<file path="src/rtl/uart_rx_fifo.sv">
// uart_rx_fifo: 8N1 receiver for the FTDI debug link (ftdi_txd) feeding a first-word-fall-through byte FIFO.
// Define UART_RX_PARITY_EN for 8E1 framing with a sticky parity_err output.
module uart_rx_fifo #(
  parameter int CLK_HZ     = 25000000,
  parameter int BAUD       = 115200,
  parameter int FIFO_DEPTH = 8
) (
  input  logic                          pixclk,
  input  logic                          reset,
  input  logic                          ftdi_txd,
  input  logic                          clr_err,
  output logic [7:0]                    data_o,
  output logic                          valid_o,
  input  logic                          ready_i,
  output logic [$clog2(FIFO_DEPTH):0]   fifo_count,
  output logic                          frame_err,
  output logic                          overrun,
`ifdef UART_RX_PARITY_EN
  output logic                          parity_err,
`endif
  output logic                          busy
);

  localparam int DIV  = (CLK_HZ + BAUD / 2) / BAUD;
  localparam int HALF = DIV / 2;
  localparam int TW   = $clog2(DIV + 1);
  localparam int AW   = $clog2(FIFO_DEPTH);
  localparam int CW   = AW + 1;

  localparam logic [TW-1:0] T_LAST = TW'(DIV - 1);
  localparam logic [TW-1:0] T_VA   = TW'(HALF - 1);
  localparam logic [TW-1:0] T_VB   = TW'(HALF);
  localparam logic [TW-1:0] T_MID  = TW'(HALF + 1);

  // state   | meaning
  // S_IDLE  | line idle, waiting for a low level on rxs
  // S_START | start bit, midpoint vote rejects glitches
  // S_DATA  | eight data bits, LSB first
  // S_PARITY| even parity bit (parity build only)
  // S_STOP  | stop bit, good byte pushed at its midpoint
  // S_BREAK | bad stop bit, waiting for the line to return high
  typedef enum logic [2:0] {
    S_IDLE, S_START, S_DATA, S_PARITY, S_STOP, S_BREAK
  } state_t;

  state_t         state;
  logic           rx_meta, rxs;
  logic [TW-1:0]  timer;
  logic [2:0]     bit_idx;
  logic [7:0]     shreg;
  logic           v_a, v_b;
  logic           at_mid, vote, push;
`ifdef UART_RX_PARITY_EN
  logic           par_bad;
`endif

  always_ff @(posedge pixclk) begin
    if (reset) begin
      rx_meta <= 1'b1;
      rxs     <= 1'b1;
    end else begin
      rx_meta <= ftdi_txd;
      rxs     <= rx_meta;
    end
  end

  assign at_mid = (timer == T_MID);
  assign vote   = (v_a & v_b) | (v_a & rxs) | (v_b & rxs);
  assign busy   = (state != S_IDLE);

  always_ff @(posedge pixclk) begin
    if (reset) begin
      state     <= S_IDLE;
      timer     <= '0;
      bit_idx   <= '0;
      shreg     <= '0;
      v_a       <= 1'b1;
      v_b       <= 1'b1;
      frame_err <= 1'b0;
`ifdef UART_RX_PARITY_EN
      par_bad    <= 1'b0;
      parity_err <= 1'b0;
`endif
    end else begin
      // The timer free-runs through the whole frame so midpoints stay DIV apart.
      if (state == S_IDLE || timer == T_LAST) timer <= '0;
      else                                     timer <= timer + 1'b1;
      if (timer == T_VA) v_a <= rxs;
      if (timer == T_VB) v_b <= rxs;
      if (clr_err) begin
        frame_err <= 1'b0;
`ifdef UART_RX_PARITY_EN
        parity_err <= 1'b0;
`endif
      end
      case (state)
        S_IDLE:
          if (!rxs) state <= S_START;
        S_START:
          if (at_mid) begin
            if (vote) state <= S_IDLE;
            else begin
              state   <= S_DATA;
              bit_idx <= '0;
            end
          end
        S_DATA:
          if (at_mid) begin
            shreg   <= {vote, shreg[7:1]};
            bit_idx <= bit_idx + 1'b1;
`ifdef UART_RX_PARITY_EN
            if (bit_idx == 3'd7) state <= S_PARITY;
`else
            if (bit_idx == 3'd7) state <= S_STOP;
`endif
          end
`ifdef UART_RX_PARITY_EN
        S_PARITY:
          if (at_mid) begin
            par_bad <= (vote != ^shreg);
            if (vote != ^shreg) parity_err <= 1'b1;
            state <= S_STOP;
          end
`endif
        S_STOP:
          if (at_mid) begin
            if (vote) state <= S_IDLE;
            else begin
              frame_err <= 1'b1;
              state     <= S_BREAK;
            end
          end
        S_BREAK:
          if (rxs) state <= S_IDLE;
        default:
          state <= S_IDLE;
      endcase
    end
  end

`ifdef UART_RX_PARITY_EN
  assign push = (state == S_STOP) && at_mid && vote && !par_bad;
`else
  assign push = (state == S_STOP) && at_mid && vote;
`endif

  logic [7:0]    mem [FIFO_DEPTH];
  logic [AW-1:0] rd_ptr, wr_ptr;
  logic          full, pop, wr_en;

  assign valid_o = (fifo_count != '0);
  assign full    = (fifo_count == CW'(FIFO_DEPTH));
  assign pop     = valid_o & ready_i;
  assign wr_en   = push & (~full | pop);
  assign data_o  = mem[rd_ptr];

  always_ff @(posedge pixclk) begin
    if (reset) begin
      mem        <= '{default: '0};
      rd_ptr     <= '0;
      wr_ptr     <= '0;
      fifo_count <= '0;
      overrun    <= 1'b0;
    end else begin
      if (wr_en) begin
        mem[wr_ptr] <= shreg;
        wr_ptr      <= wr_ptr + 1'b1;
      end
      if (pop) rd_ptr <= rd_ptr + 1'b1;
      if (wr_en && !pop)      fifo_count <= fifo_count + 1'b1;
      else if (pop && !wr_en) fifo_count <= fifo_count - 1'b1;
      if (clr_err) overrun <= 1'b0;
      if (push && full && !pop) overrun <= 1'b1;
    end
  end

endmodule

</file>
<file path="config.mk">
export PLATFORM = sky130hd
export DESIGN_NAME = uart_rx_fifo
export DESIGN_NICKNAME = d
export VERILOG_FILES = /design/src/rtl/uart_rx_fifo.sv
export SDC_FILE = /design/constraint.sdc
export NUM_CORES = 1
export LEC_CHECK = 0
export BUFFER_PORTS_ARGS = -buffer_cell sky130_fd_sc_hd__buf_2
export CORE_MARGIN = 4
export CORE_UTILIZATION = 46
export CTS_CLUSTER_DIAMETER = 120
export CTS_CLUSTER_SIZE = 28
export DETAILED_ROUTE_END_ITERATION = 7
export GPL_TIMING_DRIVEN = 0
export RECOVER_POWER = 100
export SLEW_MARGIN = 40
export SYNTH_ARGS = -nofsm -noshare
export SYNTH_HDL_FRONTEND = slang
export SYNTH_SLANG_ARGS = --single-unit
</file>
<file path="constraint.sdc">
create_clock -name pixclk -period 3.51 [get_ports pixclk]
set_input_delay 0.1755 -clock pixclk [delete_from_list [all_inputs] [get_ports pixclk]]
set_output_delay 0.1755 -clock pixclk [all_outputs]
set_load 0.02 [all_outputs]
</file>
After elaboration in Yosys (flattened, before gate mapping). Cells that the tools add are included.

Add/subtract/negate cells: 6. Equality and inequality tests: 17. Mux-type cells: 27. Bitwise operators: 11. $lt $le $gt $ge: 3. Reduce and logical (&&, ||, !) cells: 20.

Operators with widths (count): $bwmux 64 (1); $mux 3 (10); $bmux 8 s3 (1); $demux 8 s3 (1); $eq 8x7->1 const B (3); $mux 8 (3); $pmux 3 s5 (1); $ne 2x2->1 const B (7); $add 3x1->3 const B (3); $eq 3x3->1 const B (3); $add 8x1->8 const B (1); $eq 8x8->1 const B (1); $ge 4x4->1 const B (2); $mux 4 (2); $not 3->4 (2); $logic_and 1x1->1 (7); $mux 1 (6); $pmux 3 s2 (1); $reduce_and 6->1 (1); $reduce_bool 2->1 (3); $and 1x1->1 (5); $add 4x1->4 const B (1); $eq 4x4->1 const B (1); $lt 4x1->1 const B (1); 14 further kinds (17).

Output and inout port bits: 16. Word-level logic and storage cells: 105. Input port bits: 5. Register bits: 102.

Depth between registers and ports, before layout.
Depth after elaboration: 9. Gate-level depth with buffers: 11. Depth with buffers taken out: 11.

Worst setup path before layout. Ideal clock, no wire load.

Kind: register to register. Start: reg fifo_count[0]. End: reg fifo_count[3]. Buffers on the path: 0. Setup time: 0.121 ns. Data required time: 3.389 ns. Arrival: 2.777 ns. Clock period less this slack: 2.898 ns. Cell stages (with the launch flop): 10. Slack: 0.612 ns. Path through: dfxtp_1 or4_2 nand2_1 ha_1 inv_1 ha_1 a21o_2 a21oi_1 mux2i_1 mux2_2.

Word-level cells in the longest chain between the ends: 7. Elaborated cells on any way between the ends: 15.

RTL lines: start, declared (RTL line 15) `output logic [$clog2(FIFO_DEPTH):0] fifo_count,`; start signal, assigned (RTL line 170) `if (wr_en && !pop) fifo_count <= fifo_count + 1'b1;`; start signal, assigned (RTL line 171) `else if (pop && !wr_en) fifo_count <= fifo_count - 1'b1;`; $reduce_bool 4->1 (*) (RTL line 151) `assign valid_o = (fifo_count != '0);`; via valid_o (RTL line 13) `output logic valid_o,`; $and 1x1->1 (*) (RTL line 153) `assign pop = valid_o & ready_i;`; $or 1x1->1 (RTL line 154) `assign wr_en = push & (~full | pop);`; $and 1x1->1 (RTL line 154); $logic_not 1->1 (RTL line 171); $logic_and 1x1->1 (RTL line 171); $reduce_bool 2->1 (no line).

The timed path passes the listed nets; every way through them passes the cells marked *. The select of a mux whose other input is x is not followed. A chain may end at the register's enable or synchronous reset.

Worst setup path after layout.
Start: reg rxs. End: reg fifo_count[3].

Word-level cells in the longest chain between the ends: 8. Elaborated cells on any way between the ends: 11.

RTL lines: start, declared (RTL line 47) `logic rx_meta, rxs;`; start signal, assigned (RTL line 63) `rxs <= rx_meta;`; $and 1x1->1 (RTL line 68) `assign vote = (v_a & v_b) | (v_a & rxs) | (v_b & rxs);`; $or 1x1->1 (RTL line 68); $or 1x1->1 (*) (RTL line 68); $logic_and 1x1->1 (*) (RTL line 144) `assign push = (state == S_STOP) && at_mid && vote;`; $and 1x1->1 (*) (RTL line 154); via wr_en (RTL line 149) `logic full, pop, wr_en;`; $logic_not 1->1 (RTL line 171); $logic_and 1x1->1 (RTL line 171); $reduce_bool 2->1 (no line).

The timed path passes the listed nets; every way through them passes the cells marked *.

==> impl_results.md <==
- Filler instances: 986
- Crit path DAT: ~3.3 ns
- Tmin final: roughly 3.1 ns
- Setup Skew: roughly 0.016 ns
- Area grow syn2layout: 8.044%
- Vias in the first global route: 3390
- Sequential share of the synthesized area: 42.35%
- Min-delay worst type: primary input to register
- FF-to-FF End: fifo_count[3]
- Slew Viols, Final: 9
- Clock buffer count from CTS: 9
- Post-DP HPWL: ~7200 µm
- Setup CP Type: register to register
- Via count: 3400
- Slew of the pin with the lowest slew margin: about 1.5 ns
- Setup slack, reg-to-reg: 0.44 ns
- Overflow after GRT: 0
- Endpoints failing setup: 0
- CORE AREA: 0.01028 mm²
- Worst setup SP type: register
- Pleak: approximately 2.2 nW
- Hold Path End: overrun
- GRT Total Usage: 19.19%
- Initial DRC count: 192
- Top post-synthesis cells by area: dfxtp_1, mux2i_1, mux4_2, nand2b_1, nand2_1
- Commonest non-fill, non-tap cells in the layout: dfxtp_1, mux2i_1, nand2_1
- FF/Latch Area: 0.002042 mm²
- Post-synth top flop: dfxtp_1
- PortBufs: 20
- Mapped Nets: 476
- Final GP Congestion: 0.7804
- Post-route worst setup slack: 0.4389 ns
- Crit path max-delay cell type: dfxtp_1
- Skew-Pair Late Insertion Delay: 0.37 ns
- Sum of negative setup slack: 0 ns
- Yosys top cell area share: 42.35%
- Status: finished, violations left
- Final instance area: 0.005210 mm²
- CP required: about 3.8 ns
- Layout cells sized above 1: 12.27%
- Post-synthesis cell count: 460
- Ys Warns: 0
- Die area: about 0.012 mm²
- Final Hold Vio Count: 0
- Worst slack, placed: 0.5076 ns
- # rows: 37
- Reg2Reg Launch Point: rxs
- Multi-input gate area: about 0.0025 mm²
- CTS max path bufs: 2
- Max-cap violations: 1
- CTS HTree Levels: 3
- # clock sinks: 102
- N_diodes: 0
- Hold Path Depth: 4
- Peak Freq: 0.3256 GHz
- Period utilization: 87.50%
- Crit-path max cell delay: 0.42 ns
- PwrDens: 477.6 mW/mm²
- I/O pin count: 21
- CP endpoint kind: register
- Async S/R FF share, synth: 0%
- Final Core Density: 50.69%
- Clk slew on worst S/H paths: 0.10 ns
- TritonCTS clock tree: yes
- Largest net degree at the start of global routing: 19
- Drt pass-1 iters: 4
- Die width: 110.4 µm
- WL final: 10620 µm
- Commonest non-fill, non-tap cell in the layout: dfxtp_1
- Crit path top cell by count: ha_1
- First-pass GRT wire length: 17680 µm
- Synth cell types: 55
- Vert. Die Dim: about 110 µm
- Synth Cell Area: between 0.004 and 0.005 mm²
- R2R depth: 10
- Crit-path max FO: 7
- DRC errors left: 0
- Initial antenna violation count: 0
- Syn Area/Cell: 10.48 µm²
- Root Buffer: clkbuf_8
- Post-synth EDFFs: 0
- Cell taking the most area after synthesis: dfxtp_1
- Remaining antenna violation count after routing: 0
- WL/cell: 16.77 µm
- Failing checks: max-capacitance violations, max-slew violations
- Initial core utilization: 46.92%
- VDD IR-drop max: 0.4095 mV
- Slew margin rel.: -3.729%
- Final net count: around 510
- # resized after CTS: 0
- Crit-path cells: maj3_1 > nand2_1 > nor4_1 > ha_1 > inv_1 > ha_1 > a21o_2 > a21oi_1 > mux2i_1 > mux2_2
- Vias per cell: roughly 5.4
- DP Area: just over 0.005 mm²
- RSZ-0062 raised after global routing: false
- Synth Register Bits: 102
- Hold Startpoint: clr_err
where the power goes:
part | switching [mW] | internal [mW]
Clock | 0.437 | 0.340
Sequential | 0.0404 | 1.19
Combinational | 0.284 | 0.196
metrics by stage:
stage                     std cells  hold slack, ns  power [mW]
after floorplan                 460          0.2793       1.633
final                           633         0.08700       2.488
after CTS                       633         0.08182       2.532
after global routing            633          0.1026       2.620
after global placement          616          0.3583       1.757
after detailed placement        616          0.3626       1.765
area by class of cell:
type	count	area share [%]
plain buffers	29	2.402
clock buffers	9	2.378
clock inverters	7	1.561
inverters	9	0.6484
multi-input cells	320	48.85
flip-flops and latches	102	39.19
well taps	136	3.266
repair buffers	21	1.705
worst max-delay path, delay by kind of cell (launching register included):
| kind | cells | cell delay [ns] |
|---|---|---|
| buffers and inverters | 1 | 0.09 |
| AOI/OAI and AO/OA | 2 | 0.38 |
| muxes | 2 | 0.56 |
| DFF | 1 | 0.42 |
| and+or+nand+nor | 2 | 0.61 |
| adders and majority gates | 3 | 0.90 |
cells by family (layout without fill, tap and decap cells):
| kind of cell | count (synthesis) | count (layout) | share of synthesized area, % |
|---|---|---|---|
| and+or+nand+nor | 167 | 167 | 18.84 |
| muxes | 103 | 103 | 25.79 |
| DFF | 102 | 102 | 42.35 |
| buffers and inverters | 38 | 75 | 3.710 |
| AOI/OAI and AO/OA | 27 | 27 | 4.074 |
| adders and majority gates | 12 | 12 | 3.243 |
| xor gates and xnor gates | 11 | 11 | 1.998 |
state kept, by name, indices dropped and copies added (netlist names):
register	cells
bit_idx	3
fifo_count	4
frame_err	1
mem	64
overrun	1
rd_ptr	3
rx_meta	1
rxs	1
shreg	8
state	3
timer	8
v_a	1
v_b	1
wr_ptr	3
routing by layer:
layer	GRT usage [%]	vias up	share of wire, %
met5	0	-	0
met1	27.95	1674	49
met2	29.46	50	46
met3	3.669	10	4.0
met4	4.573	0	1.2
li1	-	1666	-
synthesized netlist by cell type (5+ instances only):
cell type / number
a21oi_1: 8
buf_2: 5
clkbuf_1: 16
dfxtp_1: 102
ha_1: 10
inv_1: 8
mux2_2: 10
mux2i_1: 77
mux4_2: 16
nand2_1: 53
nand2b_1: 35
nand3_1: 8
nor2_1: 31
nor2b_1: 6
o21ai_0: 6
xor2_1: 9
repair_timing:
item | CTS | global route
setup buffers | 0 | 0
endpoints found under the hold margin | 1 | 0
hold buffers | 1 | 0
worst max-delay path by stage:
stage	to	slack (ns)	from	cells after the start
global placement	fifo_count[3]	0.48	state[2]	11
detailed placement	fifo_count[3]	0.51	state[2]	11
finish	fifo_count[3]	0.44	rxs	10
CTS	fifo_count[3]	0.46	state[2]	11
floorplan	fifo_count[3]	0.61	fifo_count[0]	9
global route	fifo_count[3]	0.19	rxs	10
Power figures use the tool's default switching activity.
